## config.mk

```make
export PLATFORM = sky130hd
export DESIGN_NAME = serial_adder_flat
export DESIGN_NICKNAME = d
export VERILOG_FILES = /design/src/rtl/serial_adder_if.sv /design/src/rtl/serial_adder.sv /design/src/flat_wrapper.sv
export SDC_FILE = /design/constraint.sdc
export NUM_CORES = 1
export LEC_CHECK = 0
export CAP_MARGIN = 20
export CORE_MARGIN = 2
export CORE_UTILIZATION = 40
export CTS_BUF_LIST = sky130_fd_sc_hd__clkbuf_2 sky130_fd_sc_hd__clkbuf_4 sky130_fd_sc_hd__clkbuf_8
export DETAILED_ROUTE_END_ITERATION = 12
export GPL_TIMING_DRIVEN = 1
export SLEW_MARGIN = 15
export SYNTH_ARGS = -nofsm -noshare
export SYNTH_HDL_FRONTEND = slang
export SYNTH_SLANG_ARGS = --single-unit
```

## constraint.sdc

```tcl
create_clock -name clk -period 1.78 [get_ports clk]
set_input_delay 0.356 -clock clk [delete_from_list [all_inputs] [get_ports clk]]
set_output_delay 0.356 -clock clk [all_outputs]
set_load 0.05 [all_outputs]
```

## src/rtl/serial_adder_if.sv

```systemverilog
// Start/busy/done handshake and operand/result bundle for the bit-serial adder.
interface serial_adder_if #(
   parameter int WIDTH = 8
);
   logic             start;
   logic [WIDTH-1:0] a;
   logic [WIDTH-1:0] b;
   logic             cin;
   logic             sub;
   logic             busy;
   logic             done;
   logic [WIDTH-1:0] sum;
   logic             cout;
   logic             overflow;

   modport master (
      output start, a, b, cin, sub,
      input  busy, done, sum, cout, overflow
   );

   modport slave (
      input  start, a, b, cin, sub,
      output busy, done, sum, cout, overflow
   );
endinterface

```

## src/rtl/serial_adder.sv

```systemverilog
// Bit-serial adder/subtractor: one full-adder cell plus a carry flop, LSB first,
// one bit per clk. WIDTH legal range is 2..64.
//
// state | meaning
// IDLE  | waiting for start; result registers hold the last completed result
// RUN   | one operand bit pair consumed per clock; WIDTH clocks per operation
module serial_adder #(
   parameter int WIDTH = 8
) (
   input logic           clk,
   input logic           rst_n,
   serial_adder_if.slave bus
);
   localparam int CW = $clog2(WIDTH);

   typedef enum logic {
      IDLE = 1'b0,
      RUN  = 1'b1
   } state_t;

   state_t           state;
   logic [WIDTH-1:0] op_a;
   logic [WIDTH-1:0] op_b;
   logic [WIDTH-1:0] res;
   logic [WIDTH-1:0] sum_q;
   logic [CW-1:0]    cnt;
   logic             carry;
   logic             busy_q;
   logic             done_q;
   logic             cout_q;
   logic             ovf_q;
   logic             s_bit;
   logic             carry_nxt;
   logic             last_bit;

   // Full-adder cell on the current LSBs plus the terminal-bit detect.
   always_comb begin
      s_bit     = op_a[0] ^ op_b[0] ^ carry;
      carry_nxt = (op_a[0] & op_b[0]) | (op_a[0] & carry) | (op_b[0] & carry);
      last_bit  = (cnt == CW'(WIDTH - 1));
   end

   // Sequencer, operand shifters and result registers. On the last bit the carry
   // flop still holds the carry into the MSB, which is what overflow needs.
   always_ff @(posedge clk or negedge rst_n) begin
      if (!rst_n) begin
         state  <= IDLE;
         op_a   <= '0;
         op_b   <= '0;
         res    <= '0;
         sum_q  <= '0;
         cnt    <= '0;
         carry  <= 1'b0;
         busy_q <= 1'b0;
         done_q <= 1'b0;
         cout_q <= 1'b0;
         ovf_q  <= 1'b0;
      end else begin
         done_q <= 1'b0;
         case (state)
            IDLE: begin
               if (bus.start) begin
                  op_a   <= bus.a;
                  op_b   <= bus.sub ? ~bus.b : bus.b;
                  carry  <= bus.sub ? 1'b1 : bus.cin;
                  cnt    <= '0;
                  busy_q <= 1'b1;
                  state  <= RUN;
               end
            end
            RUN: begin
               op_a  <= op_a >> 1;
               op_b  <= op_b >> 1;
               res   <= {s_bit, res[WIDTH-1:1]};
               carry <= carry_nxt;
               cnt   <= cnt + 1'b1;
               if (last_bit) begin
                  sum_q  <= {s_bit, res[WIDTH-1:1]};
                  cout_q <= carry_nxt;
                  ovf_q  <= carry ^ carry_nxt;
                  done_q <= 1'b1;
                  busy_q <= 1'b0;
                  state  <= IDLE;
               end
            end
            default: state <= IDLE;
         endcase
      end
   end

   assign bus.busy     = busy_q;
   assign bus.done     = done_q;
   assign bus.sum      = sum_q;
   assign bus.cout     = cout_q;
   assign bus.overflow = ovf_q;
endmodule

```

## src/flat_wrapper.sv

```systemverilog
// flat-port wrapper written by rule: the top's interface ports become plain ports
module serial_adder_flat 
#(
   parameter int WIDTH = 8
)
  (clk, rst_n, bus_start, bus_a, bus_b, bus_cin, bus_sub, bus_busy, bus_done, bus_sum, bus_cout, bus_overflow);
  serial_adder_if #(.WIDTH(WIDTH)) bus_i ();
  input logic clk;
  input logic rst_n;
  input wire logic [$bits(bus_i.start)-1:0] bus_start;
  input wire logic [$bits(bus_i.a)-1:0] bus_a;
  input wire logic [$bits(bus_i.b)-1:0] bus_b;
  input wire logic [$bits(bus_i.cin)-1:0] bus_cin;
  input wire logic [$bits(bus_i.sub)-1:0] bus_sub;
  output wire logic [$bits(bus_i.busy)-1:0] bus_busy;
  output wire logic [$bits(bus_i.done)-1:0] bus_done;
  output wire logic [$bits(bus_i.sum)-1:0] bus_sum;
  output wire logic [$bits(bus_i.cout)-1:0] bus_cout;
  output wire logic [$bits(bus_i.overflow)-1:0] bus_overflow;
  assign bus_i.start = bus_start;
  assign bus_i.a = bus_a;
  assign bus_i.b = bus_b;
  assign bus_i.cin = bus_cin;
  assign bus_i.sub = bus_sub;
  assign bus_busy = bus_i.busy;
  assign bus_done = bus_i.done;
  assign bus_sum = bus_i.sum;
  assign bus_cout = bus_i.cout;
  assign bus_overflow = bus_i.overflow;
  serial_adder #(.WIDTH(WIDTH)) u_core (.clk(clk), .rst_n(rst_n), .bus(bus_i));
endmodule
```

-- Word-level counts from Yosys, hierarchy flattened
Index checks and enable logic that the tools add are counted.
- add/subtract/negate cells: 1
- equal/unequal tests: 3
- mux-type cells: 18
- bitwise gates (word level): 10
- reductions and logical operators: 2
- operator list (cell ; number):
    case mux 8 bit (2 select lines) ; 2
    2-to-1 mux 8 bit ; 3
    2-to-1 mux 1 bit ; 8
    inverter 8 bit ; 1
    case mux 1 bit (2 select lines) ; 3
    case mux 3 bit (2 select lines) ; 1
    inequality test 2 bit, second input constant ; 2
    AND reduction 2 bit ; 2
    adder 3 x 1 -> 3 bit, second input constant ; 1
    AND 1 bit ; 3
    equality test 3 bit, second input constant ; 1
    2-to-1 mux 3 bit ; 1
    XOR 1 bit ; 3
    OR 1 bit ; 2
    inverter 1 bit ; 1
- register bits after elaboration: 41
- input bits: 21
- output and inout port bits: 12
- logic and storage cells: 45

-- Logic depth before layout (Yosys ltp)
Gate-level depths: netlist (run 1).
- word-level depth: 4
- mapped depth: 5
- gate-level depth less buffers: 4

-- Worst setup path before layout (run 1)
OpenSTA, ideal clock, no wires.
- kind: register to register
- from: register u_core.cnt[0]
- to: register u_core.cout_q, in the netlist u_core.bus.cout
- setup time: 0.125 ns
- arrival time: 1.327 ns
- data required time: 1.655 ns
- slack: 0.328 ns
- cell stages (with the launch flop): 6
- path buffers: 1
- period minus slack after synthesis: 1.452 ns
- cell sequence: dfrtp_1 -> ha_1 -> ha_1 -> nand2_1 -> buf_4 -> mux2_2
- word-level cells in the longest chain between the ends: 2
- RTL lines (what ; line ; RTL):
    start, declared ; serial_adder.sv:26 ; logic [CW-1:0] cnt;
    start signal, assigned ; serial_adder.sv:76 ; cnt <= cnt + 1'b1;
    equality test 3 bit ; serial_adder.sv:40 ; last_bit = (cnt == CW'(WIDTH - 1));
    AND reduction 2 bit (no source line) ; - ;
    end signal, assigned ; serial_adder.sv:79 ; cout_q <= carry_nxt;
    end, declared ; serial_adder.sv:30 ; logic cout_q;
No other way between the ends.
A chain may end at the register's enable or synchronous reset.

-- Worst setup path in the final report (run 1)
- from: register u_core.cnt[0]
- to: register u_core.sum_q[1], in the netlist u_core.bus.sum[1]
- word-level cells in the longest chain between the ends: 2
- RTL lines (what ; line ; RTL):
    equality test 3 bit ; serial_adder.sv:40 ;
    AND reduction 2 bit (no source line) ; - ;
    end signal, assigned ; serial_adder.sv:78 ; sum_q <= {s_bit, res[WIDTH-1:1]};
    end, declared ; serial_adder.sv:25 ; logic [WIDTH-1:0] sum_q;
No other way between the ends.

==> flow_metrics.py, run 1 <==
metrics = {
    "logic_synthesis": {
        "ys_types": 28,
        "synthTopCellsByArea": "dfrtp_1 56%, mux2_2 11%, mux2i_1 4.5%",
        "netlist_area_um2": 1790,
        "synth_area_leader_cell": "dfrtp_1",
        "yosys_warnings": 0,
        "syn_inst": 139,
        "synth_nets": 164,
        "yosysSeqAreaShare_pct": 56.1,
        "synth_top_cell_area_share_pct": 56.1,
        "ys_ff_latch": 40,
        "avgSynthCellArea_um2": 12.8,
    },
    "setup_path": {
        "startpoint_type": "flip-flop",
        "criticalPathCategory": "reg2reg",
        "cp-startpoint": "u_core.cnt[0]",
        "reg2reg_to": "u_core.bus.sum[1]",
        "rr_startpoint": "u_core.cnt[0]",
        "reg2reg_slack_ps": 230,
        "crit_fanout": 11,
        "crit_path_end_kind": "flip-flop",
        "cp.arrival_ps": 1730,
        "cp.required_ps": 1960,
        "reg2reg_depth": 5,
    },
    "placed_design": {
        "gp_congestion": 0.745,
        "post-place-ws_ps": 61.8,
        "portBuffers": 32,
        "dp_hpwl_um": 2150,
    },
    "clock_tree": {
        "cts.clk_slew.worst_paths_ps": 80,
        "ctsRootBufferMaster": "clkbuf_8",
        "clock-sinks": 40,
        "cts_hold_buf": 0,
        "clk_path_buf_depth": 2,
        "cts_made_buffers": 5,
        "cts.repair.resized": 0,
        "htreeDepth": 2,
        "cts_tree": "built",
        "insertion_delay_ps": 290,
        "post_cts_buffers": 0,
    },
    "timing": {
        "final_max_slew_viol_count": 0,
        "fmax_ghz": 0.645,
        "period_share_pct": 87.1,
        "min_period_ps": 1550,
        "clock_skew_ps": 6.11,
        "rsz0062_at_grt": "false",
        "hold_viol": 0,
        "worst_slew_pin_slew_ps": 504,
        "setup_ws_ps": 230,
        "slew_headroom_pct": 66.4,
        "fin_tns_setup_ps": 0,
        "setup-violations-final": 0,
    },
    "layout": {
        "antenna_cells": 0,
        "layout-drive-gt1-share_pct": 28.8,
        "final_nets": 201,
        "fill_cells": 383,
        "area_delta_synth_final_pct": 24.9,
    },
    "pwr": {
        "combPwrFrac_pct": 40.6,
        "power_switching_mw": 1.41,
        "clkPwrFrac_pct": 19.1,
        "p_int_mw": 2.43,
        "vdd_drop_max_mv": 0.619,
        "swShare_pct": 36.7,
        "powerDensity_nw_per_um2": 1720,
        "leakagePower_nw": 1.04,
        "power_frac_seq_pct": 40.3,
    },
    "grt": {
        "grt_pass1_wl_um": 5180,
        "grt.met2_usage_pct": 21.0,
        "grt_overflow_total": 0,
        "met1_usage_pct": 16.9,
        "antenna_found_initial": 0,
        "first_global_vias": 1118,
        "use_met3_pct": 3.28,
        "grt_busiest_layer": "met2",
        "grt_use_total_pct": 13.2,
        "grt_start_max_net_pins": 41,
    },
    "drt": {
        "drt_first_pass_iters": 3,
        "drt-total-wl_um": 3030,
        "drc_errors": 0,
        "vias": 1135,
        "antenna_left": 0,
        "first_iter_violations": 47,
        "vias_per_cell": 4.96,
        "wl_per_cell_um": 13.2,
    },
    "flow_run": {
        "drv_cap": 0,
    },
    "floorplan": {
        "die_h_um": 70.8,
        "io_pins": 33,
        "die-area_um2": 5010,
        "core_um2": 4320,
        "dieWidth_um": 70.8,
        "initial_utilization_pct": 41.3,
        "row_count": 24,
    },
    "hold_path": {
        "holdCritPathClass": "in2async",
    },
    "run_status": {
        "status": "finished, final reports clean",
    },
}
stage by stage:
step                      utilization (%)  power (mW)  area (µm²)  cells  hold WS, ps
after floorplan                         -        2.73        1790    139         60.4
after global placement               49.0        3.11        2120    221          444
after detailed placement             49.0        3.15        2120    221          451
after CTS                            51.6        3.90        2230    229          136
after global routing                 51.6        4.10        2230    229          153
final                                51.6        3.84        2230    229          118
routing by layer:
layer | part of all wire, % | up-vias
li1 | - | 554
met5 | 0 | -
met3 | 5.3 | 4
met2 | 47 | 31
met1 | 46 | 546
met4 | 1.0 | 0
placed cells by master (no fill, tap or decap):
cell and instances:
buf_2 1, xor2_1 3, o22ai_1 1, or3b_1 1, a211oi_1 1, inv_1 2
nand2b_1 1, nand2_1 14, ha_1 3, o211ai_2 1, clkdlybuf4s50_1 19, a22o_1 2
mux2_2 18, o21ai_0 7, nor2b_1 1, bufinv_16 1, clkinv_2 1, o31ai_1 1
buf_4 19, a221o_1 2, a21oi_1 1, dfrtp_1 40, o211ai_1 4, or3b_2 4
clkbuf_4 1, and2_1 2, clkbuf_8 5, fa_1 1, nor3b_1 1, xnor2_1 6
mux2i_1 8, nor2_1 5
worst max path at each step:
stage	endpoint	slack (ps)	cells past startpoint
4_1_cts	u_core.bus.sum[1]	220	5
2_1_floorplan	u_core.bus.cout	330	5
3_3_place_gp	u_core.op_b[0]	90	3
6_report	u_core.bus.sum[1]	230	5
5_1_grt	u_core.bus.sum[7]	160	5
3_5_place_dp	u_core.op_b[6]	60	3
critical path: stages (launching register included):
cell and delay, ps:
dfrtp_1 390, ha_1 220, ha_1 200, nand2_1 60
buf_4 200, mux2_2 360
area by class of cell:
class,count,area (µm²),area share (%)
Sequential cell,40,1000,44.9
Clock buffer,6,76.3,3.42
Multi-Input combinational cell,88,708,31.7
Tap cell,52,65.1,2.92
Inverter,2,7.51,0.337
Clock inverter,2,35.0,1.57
Timing Repair Buffer,39,338,15.1
registers in the layout, summed over array words and instances, names as in the netlist, 3 cells and up:
signal and flops:
u_core.bus.sum 8, u_core.cnt 3, u_core.op_a 8, u_core.op_b 8, u_core.res 7
synthesized netlist by cell type, drive strengths merged:
| cell type | n |
|---|---|
| nand2 | 14 |
| nor3b | 1 |
| nand2b | 1 |
| and2 | 2 |
| or3b | 5 |
| mux2i | 8 |
| a211oi | 1 |
| a221o | 2 |
| nor2b | 1 |
| a22o | 2 |
| nor2 | 5 |
| o31ai | 1 |
| o21ai | 7 |
| inv | 2 |
| o22ai | 1 |
| dfrtp | 40 |
| xor2 | 3 |
| xnor2 | 6 |
| mux2 | 18 |
| o211ai | 5 |
| buf | 9 |
| a21oi | 1 |
| ha | 3 |
| fa | 1 |
power groups by stage:
stage | Combinational [mW] | Sequential, mW | Clock [mW]
3_5_place_dp | 1.58 | 1.57 | 0
5_1_grt | 1.69 | 1.61 | 0.801
3_3_place_gp | 1.55 | 1.56 | 0
6_report | 1.56 | 1.55 | 0.734
4_1_cts | 1.58 | 1.55 | 0.761
2_1_floorplan | 0.829 | 1.90 | 0
kinds of logic after synthesis:
logic type / Yosys count / synth area share [%]
compound gates: 20 / 7.92
xor+xnor: 9 / 4.42
fa+ha+maj: 4 / 3.22
buf+inv: 11 / 4.27
flops: 40 / 56.1
mux: 26 / 15.8
simple gates: 29 / 8.27
(Power assumes the default switching activity.)
==> inputs of run 2 (changes only) <==
Settings changed: MAX_ROUTING_LAYER set to met4, PLACE_DENSITY set to 0.66.
Clock period 1.78 ns to 1.4 ns, I/O delays scaled along.
==> run 2 against run 1 <==
The run now ends with setup timing left. Sequential power is 32% higher. Die area stayed put. Clock power is 2% lower. Worst hold slack worse by 68 ps. Power is 42% higher. Cell count is 3.9% higher. Sequential cell count stayed put. Critical path depth stayed put. Sequential share of layout area is 4.5 points lower. Via count is 6.0% higher. Non-clock buffer count is 10 higher. Largest power group unchanged.
==> flow_metrics.py, run 2 (synthesis gave the netlist of run 1 again) <==
metrics = {
    "run_status": {
        "status": "finished, violations left",
        "violations": "setup timing",
    },
    "placed_design": {
        "gp_congestion": 0.705,
        "portBuffers": 32,
        "place_area_um2": 2360,
        "dp_hpwl_um": 2410,
    },
    "setup_path": {
        "reg2reg_slack_ps": -0.6,
        "critical_path_cell_count": 5,
        "rr_startpoint": "u_core.cnt[0]",
        "reg2reg_to": "u_core.bus.sum[1]",
        "path_cells": "ha_2, ha_4, nand2_4, buf_12, mux2_2",
        "crit_family": "flip-flops",
        "cp.arrival_ps": 1570,
        "startpoint_type": "flip-flop",
        "reg2reg_depth": 5,
        "critical_path.slowest_cell": "dfrtp_1",
        "crit_fanout": 11,
        "cp_num_buf_inv": 1,
        "cp.required_ps": 1570,
        "crit_path_end_kind": "flip-flop",
        "cpPeakStageDelay_ps": 390,
        "criticalPathCategory": "reg2reg",
    },
    "pwr": {
        "powerDensity_nw_per_um2": 2200,
        "leakagePower_nw": 1.13,
        "vdd_drop_max_mv": 0.770,
    },
    "layout": {
        "layout_commonest_cell": "dfrtp_1",
        "multiInputGateArea_um2": 736,
        "final_nets": 211,
        "ff_latch_area_um2": 1000,
        "area_delta_synth_final_pct": 38.8,
        "layout_common_cells": "40 x dfrtp_1, 19 x clkdlybuf4s50_1, 18 x mux2_2",
        "final_util_pct": 57.3,
        "final_area_um2": 2480,
        "layout-drive-gt1-share_pct": 34.9,
        "antenna_cells": 0,
        "fill_cells": 359,
    },
    "drt": {
        "vias": 1203,
        "drc_errors": 0,
        "antenna_left": 0,
        "first_iter_violations": 82,
        "drt_first_pass_iters": 4,
        "wl_per_cell_um": 13.8,
        "drt-total-wl_um": 3280,
        "vias_per_cell": 5.05,
    },
    "timing": {
        "min_period_ps": 1400,
        "final_max_slew_viol_count": 0,
        "period_share_pct": 100,
        "hold_viol": 0,
        "fin_tns_setup_ps": -0.580,
        "whs_ps": 50.0,
        "rsz0062_at_grt": "true",
        "worst_slew_pin_slew_ps": 498,
        "clock_skew_ps": 2.83,
        "slew_headroom_pct": 66.8,
        "fmax_ghz": 0.714,
        "setup-violations-final": 1,
        "setup_ws_ps": -0.580,
    },
    "hold_path": {
        "holdCritPathClass": "in2async",
    },
    "clock_tree": {
        "ctsRootBufferMaster": "clkbuf_8",
        "cts_made_buffers": 5,
        "clock-sinks": 40,
        "cts_tree": "built",
        "insertion_delay_ps": 290,
        "cts_hold_buf": 0,
        "cts.clk_slew.worst_paths_ps": 70,
        "htreeDepth": 2,
        "clk_path_buf_depth": 2,
    },
    "grt": {
        "grt_use_total_pct": 15.4,
        "antenna_found_initial": 0,
        "grt_overflow_total": 0,
        "grt_pass1_wl_um": 5810,
        "grt_start_max_net_pins": 41,
        "first_global_vias": 1337,
    },
    "flow_run": {
        "drv_cap": 0,
    },
    "floorplan": {
        "die_h_um": 70.8,
        "core_um2": 4320,
        "io_pins": 33,
        "dieWidth_um": 70.8,
        "row_count": 24,
        "die-area_um2": 5010,
        "initial_utilization_pct": 41.3,
    },
}
## run 2: changes by cell type in the layout (fill, tap and decap cells not counted), sizes merged
cell,change
bufinv,-1
buf,+10
## run 2: worst max path at each step
stage | startpoint | endpoint
after floorplan | u_core.carry | u_core.bus.overflow
after global placement | bus_start | u_core.op_b[3]
after detailed placement | bus_start | u_core.op_b[4]
after CTS | u_core.cnt[1] | u_core.bus.sum[1]
after global routing | u_core.cnt[0] | u_core.bus.sum[2]
final | u_core.cnt[0] | u_core.bus.sum[1]
## run 2: timing repair
action | in CTS | in global routing
hold endpoints to repair | 0 | 0
pin swaps | 0 | 1
endpoints found under the setup margin | 10 | 12
gates resized for setup | 5 | 1
setup buffers | 1 | 1
## run 2: worst reg2reg max path, stage by stage, from the launching register on
cell and delay [ps]:
dfrtp_1 390, ha_2 210, ha_4 170, nand2_4 60
buf_12 130, mux2_2 330
## run 2: layer usage
metal / global-route usage [%] / wire length [µm]
met5: - / 0
met4: 6.08 / 59
met2: 26.2 / 1640
met3: 4.70 / 195
met1: 16.9 / 1390
## run 2: power breakdown
| group | switching, mW | leakage, nW | total, mW | internal, mW |
|---|---|---|---|---|
| Combinational | 1.22 | 0.576 | 2.70 | 1.48 |
| Sequential | 0.393 | 0.511 | 2.04 | 1.65 |
| Clock | 0.362 | 0.0445 | 0.720 | 0.358 |
## run 2: cell type report
type                       instances  area share (%)
sequential                        40            40.4
multi-input combinational         88            29.7
timing repair buffer              49            23.7
clock buffer                       6            3.08
tap                               52            2.62
inverter                           2           0.303
clock inverter                     1           0.202
## run 2: metrics by stage
step	setup slack [ps]	instances	power [mW]
after global routing	-42.6	238	5.81
final	-0.580	238	5.46
after CTS	-5.80	237	5.49
after global placement	-82.6	229	4.56
after detailed placement	-139	229	4.68
after floorplan	2.96	139	3.48
==> inputs of run 3 (changes only) <==
Settings changed: HOLD_SLACK_MARGIN set to 0.05, RECOVER_POWER set to 100, REMOVE_ABC_BUFFERS set to 1.
==> run 3 against run 2 <==
The run now ends clean. Routed wire length is 4.9% lower. Design area rose by 3.2%. Non-clock buffer count up 3.
==> flow_metrics.py, run 3 (synthesis gave the netlist of run 1 again) <==
metrics = {
    "placed_design": {
        "place_area_um2": 2350,
        "dp_hpwl_um": 2240,
        "gp_congestion": 0.815,
        "portBuffers": 32,
    },
    "grt": {
        "grt_pass1_wl_um": 5760,
        "antenna_found_initial": 0,
        "first_global_vias": 1278,
        "grt_use_total_pct": 14.9,
        "grt_start_max_net_pins": 41,
        "grt_overflow_total": 0,
    },
    "flow_run": {
        "drv_cap": 0,
    },
    "drt": {
        "wl_per_cell_um": 12.9,
        "vias": 1210,
        "antenna_left": 0,
        "first_iter_violations": 43,
        "vias_per_cell": 5.00,
        "drt_first_pass_iters": 4,
        "drt-total-wl_um": 3120,
        "drc_errors": 0,
    },
    "setup_path": {
        "cp.required_ps": 1570,
        "crit_fanout": 6,
        "criticalPathCategory": "reg2reg",
        "crit_path_end_kind": "flip-flop",
        "startpoint_type": "flip-flop",
        "cp.arrival_ps": 1570,
    },
    "timing": {
        "fmax_ghz": 0.714,
        "rsz0062_at_grt": "true",
        "setup-violations-final": 0,
        "final_max_slew_viol_count": 0,
        "worst_slew_pin_slew_ps": 969,
        "slew_headroom_pct": 35.4,
        "period_share_pct": 100,
        "whs_ps": 226,
        "clock_skew_ps": 2.62,
        "min_period_ps": 1400,
        "hold_viol": 0,
    },
    "layout": {
        "layout_commonest_cell": "dfrtp_1",
        "antenna_cells": 0,
        "layout-drive-gt1-share_pct": 35.8,
        "fill_cells": 347,
        "area_delta_synth_final_pct": 43.2,
        "final_area_um2": 2560,
        "final_nets": 214,
        "layout_common_cells": "40 x dfrtp_1, 19 x clkdlybuf4s50_1, 16 x buf_4",
    },
    "clock_tree": {
        "cts_made_buffers": 5,
        "cts_hold_buf": 0,
        "htreeDepth": 2,
        "cts.clk_slew.worst_paths_ps": 70,
        "clock-sinks": 40,
        "clk_path_buf_depth": 2,
        "ctsRootBufferMaster": "clkbuf_8",
        "cts_tree": "built",
        "insertion_delay_ps": 280,
    },
    "floorplan": {
        "initial_utilization_pct": 41.3,
        "die-area_um2": 5010,
        "core_um2": 4320,
        "row_count": 24,
        "dieWidth_um": 70.8,
        "die_h_um": 70.8,
        "io_pins": 33,
    },
    "pwr": {
        "total_power_mw": 5.71,
        "powerDensity_nw_per_um2": 2230,
        "vdd_drop_max_mv": 0.724,
        "leakagePower_nw": 1.20,
    },
    "hold_path": {
        "holdCritPathClass": "in2async",
    },
    "run_status": {
        "status": "finished, final reports clean",
    },
}
## run 3: cell types whose count changed in the layout (fill, tap and decap cells not counted), sizes merged
cell	change
clkbuf	+3
buf	+2
clkinv	-1
## run 3: timing repair
| item | in CTS | in global routing |
|---|---|---|
| setup endpoints to repair | 10 | 10 |
| buffers inserted | 5 | 1 |
| pin swaps | 1 | 0 |
| gates resized for setup | 17 | 2 |
| gates cloned | 1 | 0 |
## run 3: per-layer routing
metal	part of all wire (%)	global-route usage, %	up-vias
met1	43	17.7	602
met2	51	24.7	31
met4	0.51	4.40	0
met5	0	-	-
met3	5.3	4.42	2
li1	-	-	575
## run 3: power by group
part | leakage (nW) | internal [mW] | total (mW) | switching (mW)
sequential | 0.511 | 1.65 | 2.05 | 0.399
combinational | 0.640 | 1.64 | 2.86 | 1.22
clock | 0.0523 | 0.440 | 0.807 | 0.367
## run 3: final cells by class
cell class / instances / area [µm²] / share of cell area [%]
Timing Repair Buffer: 52 / 616 / 24.1
Inverter: 2 / 7.51 / 0.294
Clock buffer: 8 / 97.6 / 3.82
Tap cell: 52 / 65.1 / 2.54
Multi-Input combinational cell: 88 / 771 / 30.1
Sequential cell: 40 / 1000 / 39.1
## run 3: path summary, 6_finish.rpt
| check | cells past startpoint | startpoint | end | slack, ps |
|---|---|---|---|---|
| setup / recovery | 5 | u_core.cnt[1] | u_core.bus.sum[0] | 0.3 |
| max in group asynchronous | 2 | rst_n | u_core.op_a[7] | 580 |
| hold / removal | 2 | rst_n | u_core.bus.sum[5] | 230 |
| setup reg to reg | 5 | u_core.cnt[1] | u_core.bus.sum[0] | 0.3 |
| hold reg to reg | 2 | u_core.op_a[3] | u_core.op_a[2] | 490 |
| min in group clk | 2 | u_core.op_a[3] | u_core.op_a[2] | 490 |
## run 3: stage by stage
step	utilization, %	worst slack (ps)	TNS, ps	cells
2_1_floorplan	-	-454	-6200	130
3_3_place_gp	54.5	-148	-1450	229
3_5_place_dp	54.5	-181	-2260	229
4_1_cts	60.0	-53.0	-438	243
5_1_grt	59.1	-48.1	-322	242
6_report	59.1	0.332	0	242
## run 3: critical path, cell delays in order (launching register included)
cell     delay [ps]
dfrtp_1         390
ha_2            210
ha_4            170
nand2_4          80
buf_8           140
mux2_4          300
